### config.mk
export PLATFORM = sky130hd
export DESIGN_NAME = instr_feeder
export DESIGN_NICKNAME = d
export VERILOG_FILES = /design/src/rtl/feeder_pkg.sv /design/src/rtl/feeder_mem.sv /design/src/rtl/instr_feeder.sv
export SDC_FILE = /design/constraint.sdc
export NUM_CORES = 1
export LEC_CHECK = 0
export BUFFER_PORTS_ARGS = -buffer_cell sky130_fd_sc_hd__buf_2
export CORE_MARGIN = 4
export CORE_UTILIZATION = 30
export CTS_BUF_LIST = sky130_fd_sc_hd__clkbuf_8 sky130_fd_sc_hd__clkbuf_16
export CTS_CLUSTER_SIZE = 20
export DETAILED_ROUTE_END_ITERATION = 6
export REMOVE_ABC_BUFFERS = 1
export SLEW_MARGIN = 15
export SYNTH_ARGS = -nofsm -noshare
export SYNTH_HDL_FRONTEND = slang
export SYNTH_SLANG_ARGS = --single-unit
### constraint.sdc
create_clock -name Clock -period 3.7 [get_ports Clock]
set_clock_uncertainty 0.1 [all_clocks]
set_input_delay 0.555 -clock Clock [delete_from_list [all_inputs] [get_ports Clock]]
set_output_delay 0.555 -clock Clock [all_outputs]
set_load 0.02 [all_outputs]
### src/rtl/feeder_pkg.sv
// feeder_pkg: state encoding, opcode constants and instruction field positions
// shared by instr_feeder and its store.
package feeder_pkg;

    localparam int unsigned WORD_W = 16;

    // Instruction word layout: [15:13] opcode, [12:10] X, [9:7] Y
    localparam int unsigned OP_MSB = 15;
    localparam int unsigned OP_LSB = 13;
    localparam int unsigned X_MSB  = 12;
    localparam int unsigned X_LSB  = 10;
    localparam int unsigned Y_MSB  = 9;
    localparam int unsigned Y_LSB  = 7;

    localparam logic [2:0] OP_MV   = 3'b000;
    localparam logic [2:0] OP_MVI  = 3'b001;
    localparam logic [2:0] OP_ADD  = 3'b010;
    localparam logic [2:0] OP_SUB  = 3'b011;
    localparam logic [2:0] OP_HALT = 3'b111;

    typedef enum logic [2:0] {
        IDLE  = 3'd0,
        FETCH = 3'd1,
        WAIT  = 3'd2,
        HALT  = 3'd3,
        PAUSE = 3'd4
    } state_t;

    function automatic logic [2:0] field_op(input logic [WORD_W-1:0] w);
        return w[OP_MSB:OP_LSB];
    endfunction

    function automatic logic [2:0] field_x(input logic [WORD_W-1:0] w);
        return w[X_MSB:X_LSB];
    endfunction

    function automatic logic [2:0] field_y(input logic [WORD_W-1:0] w);
        return w[Y_MSB:Y_LSB];
    endfunction

endpackage

### src/rtl/feeder_mem.sv
// feeder_mem: DEPTH x 16 program store, synchronous write, asynchronous read.
// Reads at or beyond DEPTH return 0 so a saturated pc never sees stale data.
module feeder_mem
    import feeder_pkg::*;
#(
    parameter int unsigned DEPTH = 32,
    parameter int unsigned AW    = $clog2(DEPTH)
) (
    input  logic              i_clk,
    input  logic              i_we,
    input  logic [AW-1:0]     i_waddr,
    input  logic [WORD_W-1:0] i_wdata,
    input  logic [AW:0]       i_raddr,
    output logic [WORD_W-1:0] o_rdata
);

    logic [WORD_W-1:0] r_mem [DEPTH];

    // Store write; contents deliberately carry no reset
    always_ff @(posedge i_clk) begin
        if (i_we) begin
            r_mem[i_waddr] <= i_wdata;
        end
    end

    // DEPTH is a power of two, so the top address bit flags out-of-range
    assign o_rdata = i_raddr[AW] ? '0 : r_mem[i_raddr[AW-1:0]];

endmodule

### src/rtl/instr_feeder.sv
// instr_feeder: program sequencer feeding DIN/Run to the processor core.
// Fetches one word per instruction, supplies the mvi immediate on the
// following cycle, and halts on program length or opcode 3'b111.
// Optional feature macro SINGLE_STEP_EN: adds input Step and a PAUSE state
// entered after every Done, left on Step.
module instr_feeder
    import feeder_pkg::*;
#(
    parameter int unsigned DEPTH = 32,
    parameter int unsigned AW    = $clog2(DEPTH)
) (
    input  logic              Clock,
    input  logic              Resetn,
    input  logic              Start,
    input  logic              prog_we,
    input  logic [AW-1:0]     prog_addr,
    input  logic [WORD_W-1:0] prog_data,
    input  logic [AW:0]       prog_len,
    input  logic              Done,
`ifdef SINGLE_STEP_EN
    input  logic              Step,
`endif
    output logic [WORD_W-1:0] DIN,
    output logic              Run,
    output logic [AW:0]       pc,
    output logic              busy,
    output logic              halted
);

    localparam int unsigned PCW    = AW + 1;
    localparam logic [AW:0] PC_MAX = PCW'(DEPTH);

    state_t            r_state;
    logic [AW:0]       r_pc;
    logic [AW:0]       r_len_q;
    logic              r_is_mvi;
    logic              r_busy;
    logic              r_halted;

    logic [WORD_W-1:0] w_word;
    logic [2:0]        w_op;
    logic              w_stop;
    logic              w_store_we;
    logic [AW:0]       w_pc_inc;
    logic              w_run;
    logic [WORD_W-1:0] w_din;

    // Program store is writable only while no program is executing
    assign w_store_we = prog_we & ((r_state == IDLE) | (r_state == HALT));

    feeder_mem #(
        .DEPTH (DEPTH),
        .AW    (AW)
    ) u_mem (
        .i_clk   (Clock),
        .i_we    (w_store_we),
        .i_waddr (prog_addr),
        .i_wdata (prog_data),
        .i_raddr (r_pc),
        .o_rdata (w_word)
    );

    assign w_op     = field_op(w_word);
    assign w_stop   = (r_pc >= r_len_q) | (w_op == OP_HALT);
    // pc stops at DEPTH instead of wrapping back into the program
    assign w_pc_inc = (r_pc == PC_MAX) ? r_pc : r_pc + PCW'(1);

    // Core-facing drive: word presented in FETCH (with Run) and in WAIT
    always_comb begin
        w_run = 1'b0;
        w_din = '0;
        case (r_state)
            FETCH: begin
                w_run = ~w_stop;
                w_din = w_word;
            end
            WAIT: begin
                w_din = w_word;
            end
            default: begin
                w_run = 1'b0;
                w_din = '0;
            end
        endcase
    end

    // Sequencer FSM with pc, length latch and status flags
    always_ff @(posedge Clock or negedge Resetn) begin
        if (!Resetn) begin
            r_state  <= IDLE;
            r_pc     <= '0;
            r_len_q  <= '0;
            r_is_mvi <= 1'b0;
            r_busy   <= 1'b0;
            r_halted <= 1'b0;
        end else begin
            case (r_state)
                IDLE, HALT: begin
                    if (Start) begin
                        r_len_q  <= prog_len;
                        r_pc     <= '0;
                        r_state  <= FETCH;
                        r_busy   <= 1'b1;
                        r_halted <= 1'b0;
                    end
                end
                FETCH: begin
                    if (w_stop) begin
                        r_state  <= HALT;
                        r_busy   <= 1'b0;
                        r_halted <= 1'b1;
                    end else begin
                        r_pc     <= w_pc_inc;
                        r_is_mvi <= (w_op == OP_MVI);
                        r_state  <= WAIT;
                    end
                end
                WAIT: begin
                    // is_mvi is only ever set on the first WAIT cycle
                    if (r_is_mvi) begin
                        r_pc     <= w_pc_inc;
                        r_is_mvi <= 1'b0;
                    end
                    if (Done) begin
`ifdef SINGLE_STEP_EN
                        r_state <= PAUSE;
`else
                        r_state <= FETCH;
`endif
                    end
                end
`ifdef SINGLE_STEP_EN
                PAUSE: begin
                    if (Step) begin
                        r_state <= FETCH;
                    end
                end
`endif
                default: begin
                    r_state  <= IDLE;
                    r_busy   <= 1'b0;
                    r_halted <= 1'b0;
                end
            endcase
        end
    end

    assign DIN    = w_din;
    assign Run    = w_run;
    assign pc     = r_pc;
    assign busy   = r_busy;
    assign halted = r_halted;

endmodule

==> results of run 1 <==
==> power by group <==
part / total [µW] / leakage (µW) / internal [µW] / switching, µW
clock network: 5010 / 0.000828 / 2770 / 2230
registers: 6920 / 0.00481 / 6750 / 167
logic: 5360 / 0.00231 / 2490 / 2870
==> stage by stage <==
stage | worst slack, ns | cells | total power (µW) | util (%)
finish | 0.0717 | 2100 | 17300 | 36.1
global route | -0.0207 | 2097 | 18100 | 36.1
CTS | 0.00305 | 2090 | 17400 | 36.0
detailed placement | 0.257 | 1988 | 12100 | 33.3
global placement | 0.265 | 1988 | 12000 | 33.3
floorplan | -4.15 | 924 | 10500 | -
==> Yosys cell counts (all sizes together), types with 3 or more instances <==
cell    count  area, µm²
edfxtp    512      15400
mux4      147       3330
nor2       47        176
nand2      45        169
buf        26        173
a21oi      21        105
clkbuf     21       78.8
inv        19       71.3
dfrtp      17        425
mux2       15        169
ha         11        138
mux2i      11        110
nand3      11       55.1
o21ai       8       40.0
nor3        7       40.0
nor2b       4       25.0
a211oi      3       22.5
a221oi      3       32.5
nand3b      3       22.5
o31ai       3       22.5
or3         3       18.8
or3b        3       26.3
==> worst max-delay path, cell delays in order (launching register included) <==
cell and delay, ns:
dfrtp_4 0.59, buf_6 0.21, or3b_2 0.47, o32a_1 0.20, o2111ai_2 0.17, o211ai_2 0.18, nor3_2 0.28, nor3_2 0.09
buf_4 0.17
==> sequential cells by signal (all words and copies together) (netlist names) <==
register and flops:
r_state 2, r_len_q 6, halted 1, busy 1
r_is_mvi 1, pc 6, u_mem.r_mem 512
==> routing by layer <==
metal / share of wire (%) / routed length, µm
met1: 45 / 22900
met5: 0.045 / 23
met2: 45 / 22700
met3: 7.5 / 3810
met4: 2.2 / 1140
==> logic make-up after synthesis <==
family,after synthesis,synth area share (%)
fa+ha+maj,11,0.658
simple gates,130,2.85
buf+inv,67,1.56
flops,529,75.6
compound gates,61,2.07
mux,173,17.3
==> layout make-up <==
type	instances	share of cell area, %
Antenna cell	3	0.0302
Clock inverter	41	1.21
Inverter	20	0.302
Sequential cell	529	63.6
Clock buffer	52	5.23
Timing Repair Buffer	149	5.24
Tap cell	931	4.68
Multi-Input combinational cell	375	19.7
==> how the worst min path moves through the flow <==
stage / to / startpoint
floorplan: busy / Resetn
global placement: busy / busy
detailed placement: r_len_q[4] / r_len_q[4]
CTS: r_len_q[5] / prog_len[5]
global route: r_len_q[5] / prog_len[5]
finish: r_len_q[5] / prog_len[5]
==> repair_timing <==
action                                  CTS  global route
pin swaps                                 3             3
endpoints found under the hold margin    17             0
setup buffers                             6             6
gates resized for setup                  17            10
cloned                                    2             1
endpoints found under the setup margin   15            14
hold buffers                              1             0
==> out/summary.md, run 1 <==
Summed over all layers, the global routing overflow is 0. The startpoint of the most critical register-to-register path is pc[0]. The tools report the upper clock frequency limit as 276 MHz. Setup repair after global routing could not meet its margin everywhere. The layout has 6339 filler cells. After the first detailed-routing iteration, the DRC count stood at 864. The power density of the placed cells is 695 nW/µm², and the count of clock tree sinks is 529. STA classifies the critical path endpoint as an output pin. The most common flop cell mapped by yosys was edfxtp_1.

The detailed placement HPWL was 31300 µm; the mean area per synthesized cell was 21.5 µm². The synthesized design contains 529 register bits. The logs give 971 for the count of mapped cells out of synthesis and 20.3% for the met2 track demand over resource. For the remaining number of nets flagged by the antenna check after routing, the log shows 0. Counting cells, the worst reg-to-reg path comes to 9.

The library cells used most frequently in the layout, excluding fill and tap cells, are edfxtp_1, mux4_2, buf_4. The first global-routing pass estimated 73500 µm of wire. The first detailed-routing pass took 5 iterations. The initial utilization of the core area, before any placement, comes to 30.4%. The layer carrying the most global-route usage is met2. The flow ran to the end, and the final reports show no timing, DRC or antenna violations. The tools report the sum of negative setup slack as 0 ns. The number of stages on the worst hold path is 2, and the largest net degree at the start of global routing is 34. For this run, global-route usage on met3 was measured as 3.07%. For the number of global-route vias before repair, the log shows 10600. The critical path endpoint is Run. The post-detailed-route wirelength per cell came out at 24.1 µm. The worst setup path is launched from a register.

TritonCTS built the clock tree. Total track usage: 13.5%. The count of input and output buffers works out to 56. The region available for standard cell placement spans 68800 µm².

Leaving out fill and tap cells, the most frequent cell in the layout is edfxtp_1. Once placement finished, the instance area stood at 22900 µm². The worst setup path is of the register to output pin kind. In this run, synthesis inferred 512 flip-flops with an integrated enable. The minimum period implied by the final worst setup slack is 3.63 ns, and the count of cell types in the netlist is 55.

The H-tree was split into 2 levels. Cells with a size suffix above 1 make up 36.9% of the layout. The mapped netlist covers 20900 µm². The later pin in the worst-skew pair is clocked with a latency of 0.59 ns.

From synthesis to final layout, the design area changed by 18.9%. The leakage power total is 0.00795 µW, and the chip width is 272 µm. The Yosys step of the flow raised 0 warnings. Setup violations remaining at the end of the flow were counted as 0. After routing the design area is 24900 µm².

After detailed routing, the total wire length is 50600 µm. The pin slew with the least headroom to its limit was 0.614 ns. The run gives 0.68 ns as the worst reg-to-reg setup slack. The chip height is 272 µm, and the mean number of vias per cell is 4.95.

Row generation in the floorplan step produced 96 rows. The ratio of final minimum period to clock period works out to 98.1%. The path class of the tightest hold or removal check is input pin to register.

The run gives 4900 µm² as the multi-input logic area. For this run, global-route usage on met1 was measured as 19.7%. Across the VDD grid, the largest voltage drop is 0.407 mV.

The CTS root buffer was clkbuf_16. The max-cap check violation count was 0. The clock transition at the registers of the reported paths works out to 0.06 ns.

At the worst endpoint, the required time is 3.04 ns. The relative max-transition margin is 59.1%, and the share of synthesized area occupied by flip-flops and latches is 75.6%. The detailed router placed 10400 vias in this run. For the final weighted congestion in routability-driven placement, the log shows 0.784. The number of I/O pins came out at 57.

The highest fanout seen on the critical path was 13; the hold violation total from the final report was 0. The final number of max-transition violations is 0. The final layout contains 1170 nets. The overall die area was 74000 µm²; the data arrival at the endpoint of the critical path was 2.97 ns. TritonCTS created 52 clock buffers. The reg-to-reg critical path endpoint was pc[0].

After detailed routing, the number of remaining DRC violations is 0. The tools report the initial antenna violation count as 5. Across the whole layout, storage elements account for 15800 µm². The tools report the startpoint of the most critical setup path as pc[1]. The share of flip-flops with an asynchronous set or reset after synthesis is 3.21%.

The clock passes through at most 3 buffers. The tightest hold path in the finished design has a slack of 0.104 ns.
Note: power is estimated with default switching activity, not from simulation.
==> run 2, diff against run 1 <==
- REMOVE_ABC_BUFFERS: 1 -> default
==> run 2 against run 1 <==
  * Critical path type unchanged
  * Final area down 0.94%
  * Critical endpoint is now DIN[2]
  * Via count up 1.0%
  * Register-to-register slack got worse by 0.03 ns
  * Global-route usage is 0.18 points lower
  * Sequential power is essentially flat
  * Total power is 0.61% lower
==> out/summary.md, run 2 (same netlist as run 1, synthesis figures left out) <==
The register cell area after layout is 15800 µm², and the detailed-route DRC error count is 0. The H-tree was split into 2 levels. The initial antenna violation count is 5, and the total track usage is 13.3%. After clock tree synthesis, the clock-pin slew on the worst setup and hold paths is 0.07 ns. In this run the critical register-to-register path is launched from pc[0]. The number of cell rows was 96. TritonCTS built the clock tree. Subtracting the final worst setup slack from the clock period gives 3.67 ns. The slowest stage cell on the critical path was mux4_2. The CTS root buffer was clkbuf_16. After detailed routing, the total wire length is 50100 µm. Max-cap check violation count: 0.

The class of the worst hold path was input pin to register. The critical path goes through buf_12 -> buf_16 -> buf_4 -> mux4_2 -> mux4_2 -> nand2_1 -> a21oi_1 -> buf_2. The reg-to-reg critical path endpoint is pc[2]. After legalization and detailed placement, the total HPWL measured 28700 µm. The post-detailed-route wirelength per cell is 24.0 µm, and the proportion of layout cells with a drive suffix above 1 is 35.6%. Net switching is 30.5% of the power. For this design the top-level I/O count stands at 57.

By instance count, the cell type seen most on the critical path is mux4_2. Of all nets on the critical path, the largest fanout is 12. The tools report the hold violation total from the final report as 0. The total congestion overflow was 0; the starting density of the core was 30.4%. Relative to the synthesized area, the layout overhead comes to 17.8%.

Overall power consumption after layout is estimated at 17200 µW. The final non-filler cell total came out at 2089. Setup repair after global routing could not meet its margin everywhere.

The largest single stage delay on the critical path is 0.51 ns. The worst setup path is captured at an output pin. The final layout contains 1159 nets. Port buffering added 56 buffers.

The flow ran to the end, and the final reports show no timing, DRC or antenna violations. u_mem.r_mem holds more flip-flops than any other register. The logs give 6339 for the number of fill cells and 529 for the count of clock tree sinks. The critical path launch point type is a register. Detailed routing inserted a total of 10500 vias.

The tools report the final number of max-transition violations as 0. The worst register-to-register path has a depth of 11. The longest clock path from root to sink contains 3 buffers. The worst setup path is of the register to output pin kind.

Summed over all cells, the static leakage comes to 0.00785 µW. The number of CTS-inserted buffers came out at 49. The tools report the final count of negative-setup-slack endpoints as 0. The power density of the placed cells was 698 nW/µm²; the length of the first detailed-routing pass in iterations was 5.

The logs give 0.59 ns for the worst-skew pair later-pin latency and 10600 for the number of global-route vias before repair. The run gives 0.65 ns as the worst reg-to-reg setup slack. Dividing the detail-routed via count by the number of cells gives 5.03. The floorplan step set the die width to 272 µm. In this run, flip-flops and latches consume 40.2% of the power. In this run, placement finished with an instance count of 1975. The number of stages on the worst hold path is 2.

When the netlist entered floorplanning its net count stood at 1014. In this run the standard cell core region covers 68800 µm². In the final layout, the multi-input gates occupy 4900 µm². Measured along the y axis, the die boundary spans 272 µm. The count of nets left with antenna violations once routing finished came out at 0. The worst hold path begins at prog_len[1].

The relative max-transition margin is 49.8%. Summed over all failing endpoints, the final setup total negative slack is 0 ns. Data on the critical path is required at its endpoint by 3.04 ns.

The register with the most flip-flops in the layout has 512 of them. After layout, the worst path uses 99.2% of the clock period. Combinational logic is responsible for 31.7% of the overall power. The clock network is responsible for 28.1% of the overall power. The run gives 3.02 ns as the data arrival at the endpoint of the critical path. Final hold analysis gives a worst-case slack of 0.126 ns. At the end of routability-driven placement, the weighted congestion stood at 0.799. The tools report the net load switching power as 5240 µW. The top cell types in the final layout, fill and taps aside, are edfxtp_1, mux4_2, buf_4. In this run, the number of DRC markers left after iteration 0 of detailed routing was 1233.

The final cell utilization of the core came out at 35.8%. The worst min-delay path endpoint was r_len_q[1]. At the pin with the least slew margin, the transition time is 0.751 ns.

Based on the critical path, the design can be clocked at up to 272 MHz. The first global-routing pass estimated 73100 µm of wire. The logs give 0.402 mV for the maximum resistive drop on vdd and 74000 µm² for the overall die area. For the largest net degree at the start of global routing, the log shows 47. The most frequent standard cell in the layout excluding fill and tap cells was edfxtp_1. The tools report the total internal power as 11900 µW.
## run 2: changes by cell type in the layout (fill, tap and decap cells not counted), sizes merged
| cell | change |
|---|---|
| clkinv | +4 |
| buf | -9 |
| clkinvlp | -1 |
| inv | -3 |
| clkbuf | -2 |
## run 2: worst max-delay path by stage
| stage | slack (ns) | end | depth (start not counted) | from |
|---|---|---|---|---|
| 2_1_floorplan | 0.08 | Run | 13 | pc[0] |
| 3_3_place_gp | 0.34 | DIN[11] | 7 | pc[0] |
| 3_5_place_dp | 0.30 | Run | 8 | pc[0] |
| 4_1_cts | -0.03 | DIN[10] | 7 | pc[0] |
| 5_1_grt | -0.06 | DIN[10] | 6 | pc[2] |
| 6_report | 0.03 | DIN[2] | 8 | pc[0] |
## run 2: layer usage
metal	vias up	wire, µm	track usage, %
met2	446	22400	20.1
met5	-	40	0
li1	4351	-	-
met3	65	4140	2.81
met1	5644	22800	20.0
met4	4	768	2.59
## run 2: what timing repair did
action                                 CTS  global route
setup buffers                           16             2
cloned                                   0             2
endpoints found under the hold margin   17             0
gates resized for setup                  7             9
pin swaps                                2             3
setup endpoints to repair               14            12
hold buffers                             1             0
## run 2: stage by stage
step | setup slack [ns] | cell area (µm²)
finish | 0.0291 | 24600
global route | -0.0585 | 24600
CTS | -0.0347 | 24500
detailed placement | 0.301 | 22800
global placement | 0.342 | 22800
floorplan | 0.0827 | 20900
## run 2: power by group through the flow
stage / clock network [µW] / logic, µW / registers, µW
6_report: 4820 / 5450 / 6920
3_3_place_gp: 0 / 4870 / 7140
5_1_grt: 5190 / 5820 / 6930
4_1_cts: 4920 / 5330 / 6910
3_5_place_dp: 0 / 4920 / 7150
2_1_floorplan: 0 / 3480 / 6980
## run 2: area by class of cell
| cell class | instances | area share, % |
|---|---|---|
| Antenna cell | 3 | 0.0305 |
| Clock buffer | 49 | 4.98 |
| Clock inverter | 41 | 1.21 |
| Inverter | 20 | 0.305 |
| Multi-Input combinational cell | 375 | 19.9 |
| Sequential cell | 529 | 64.2 |
| Tap cell | 931 | 4.73 |
| Timing Repair Buffer | 141 | 4.67 |
## run 2: worst max-delay path, delay by kind of cell (launching register included)
family,cells,cell delay (ns)
and+or+nand+nor,1,0.08
buffers and inverters,4,0.75
muxes,2,0.98
DFF,1,0.46
AOI/OAI and AO/OA,1,0.18
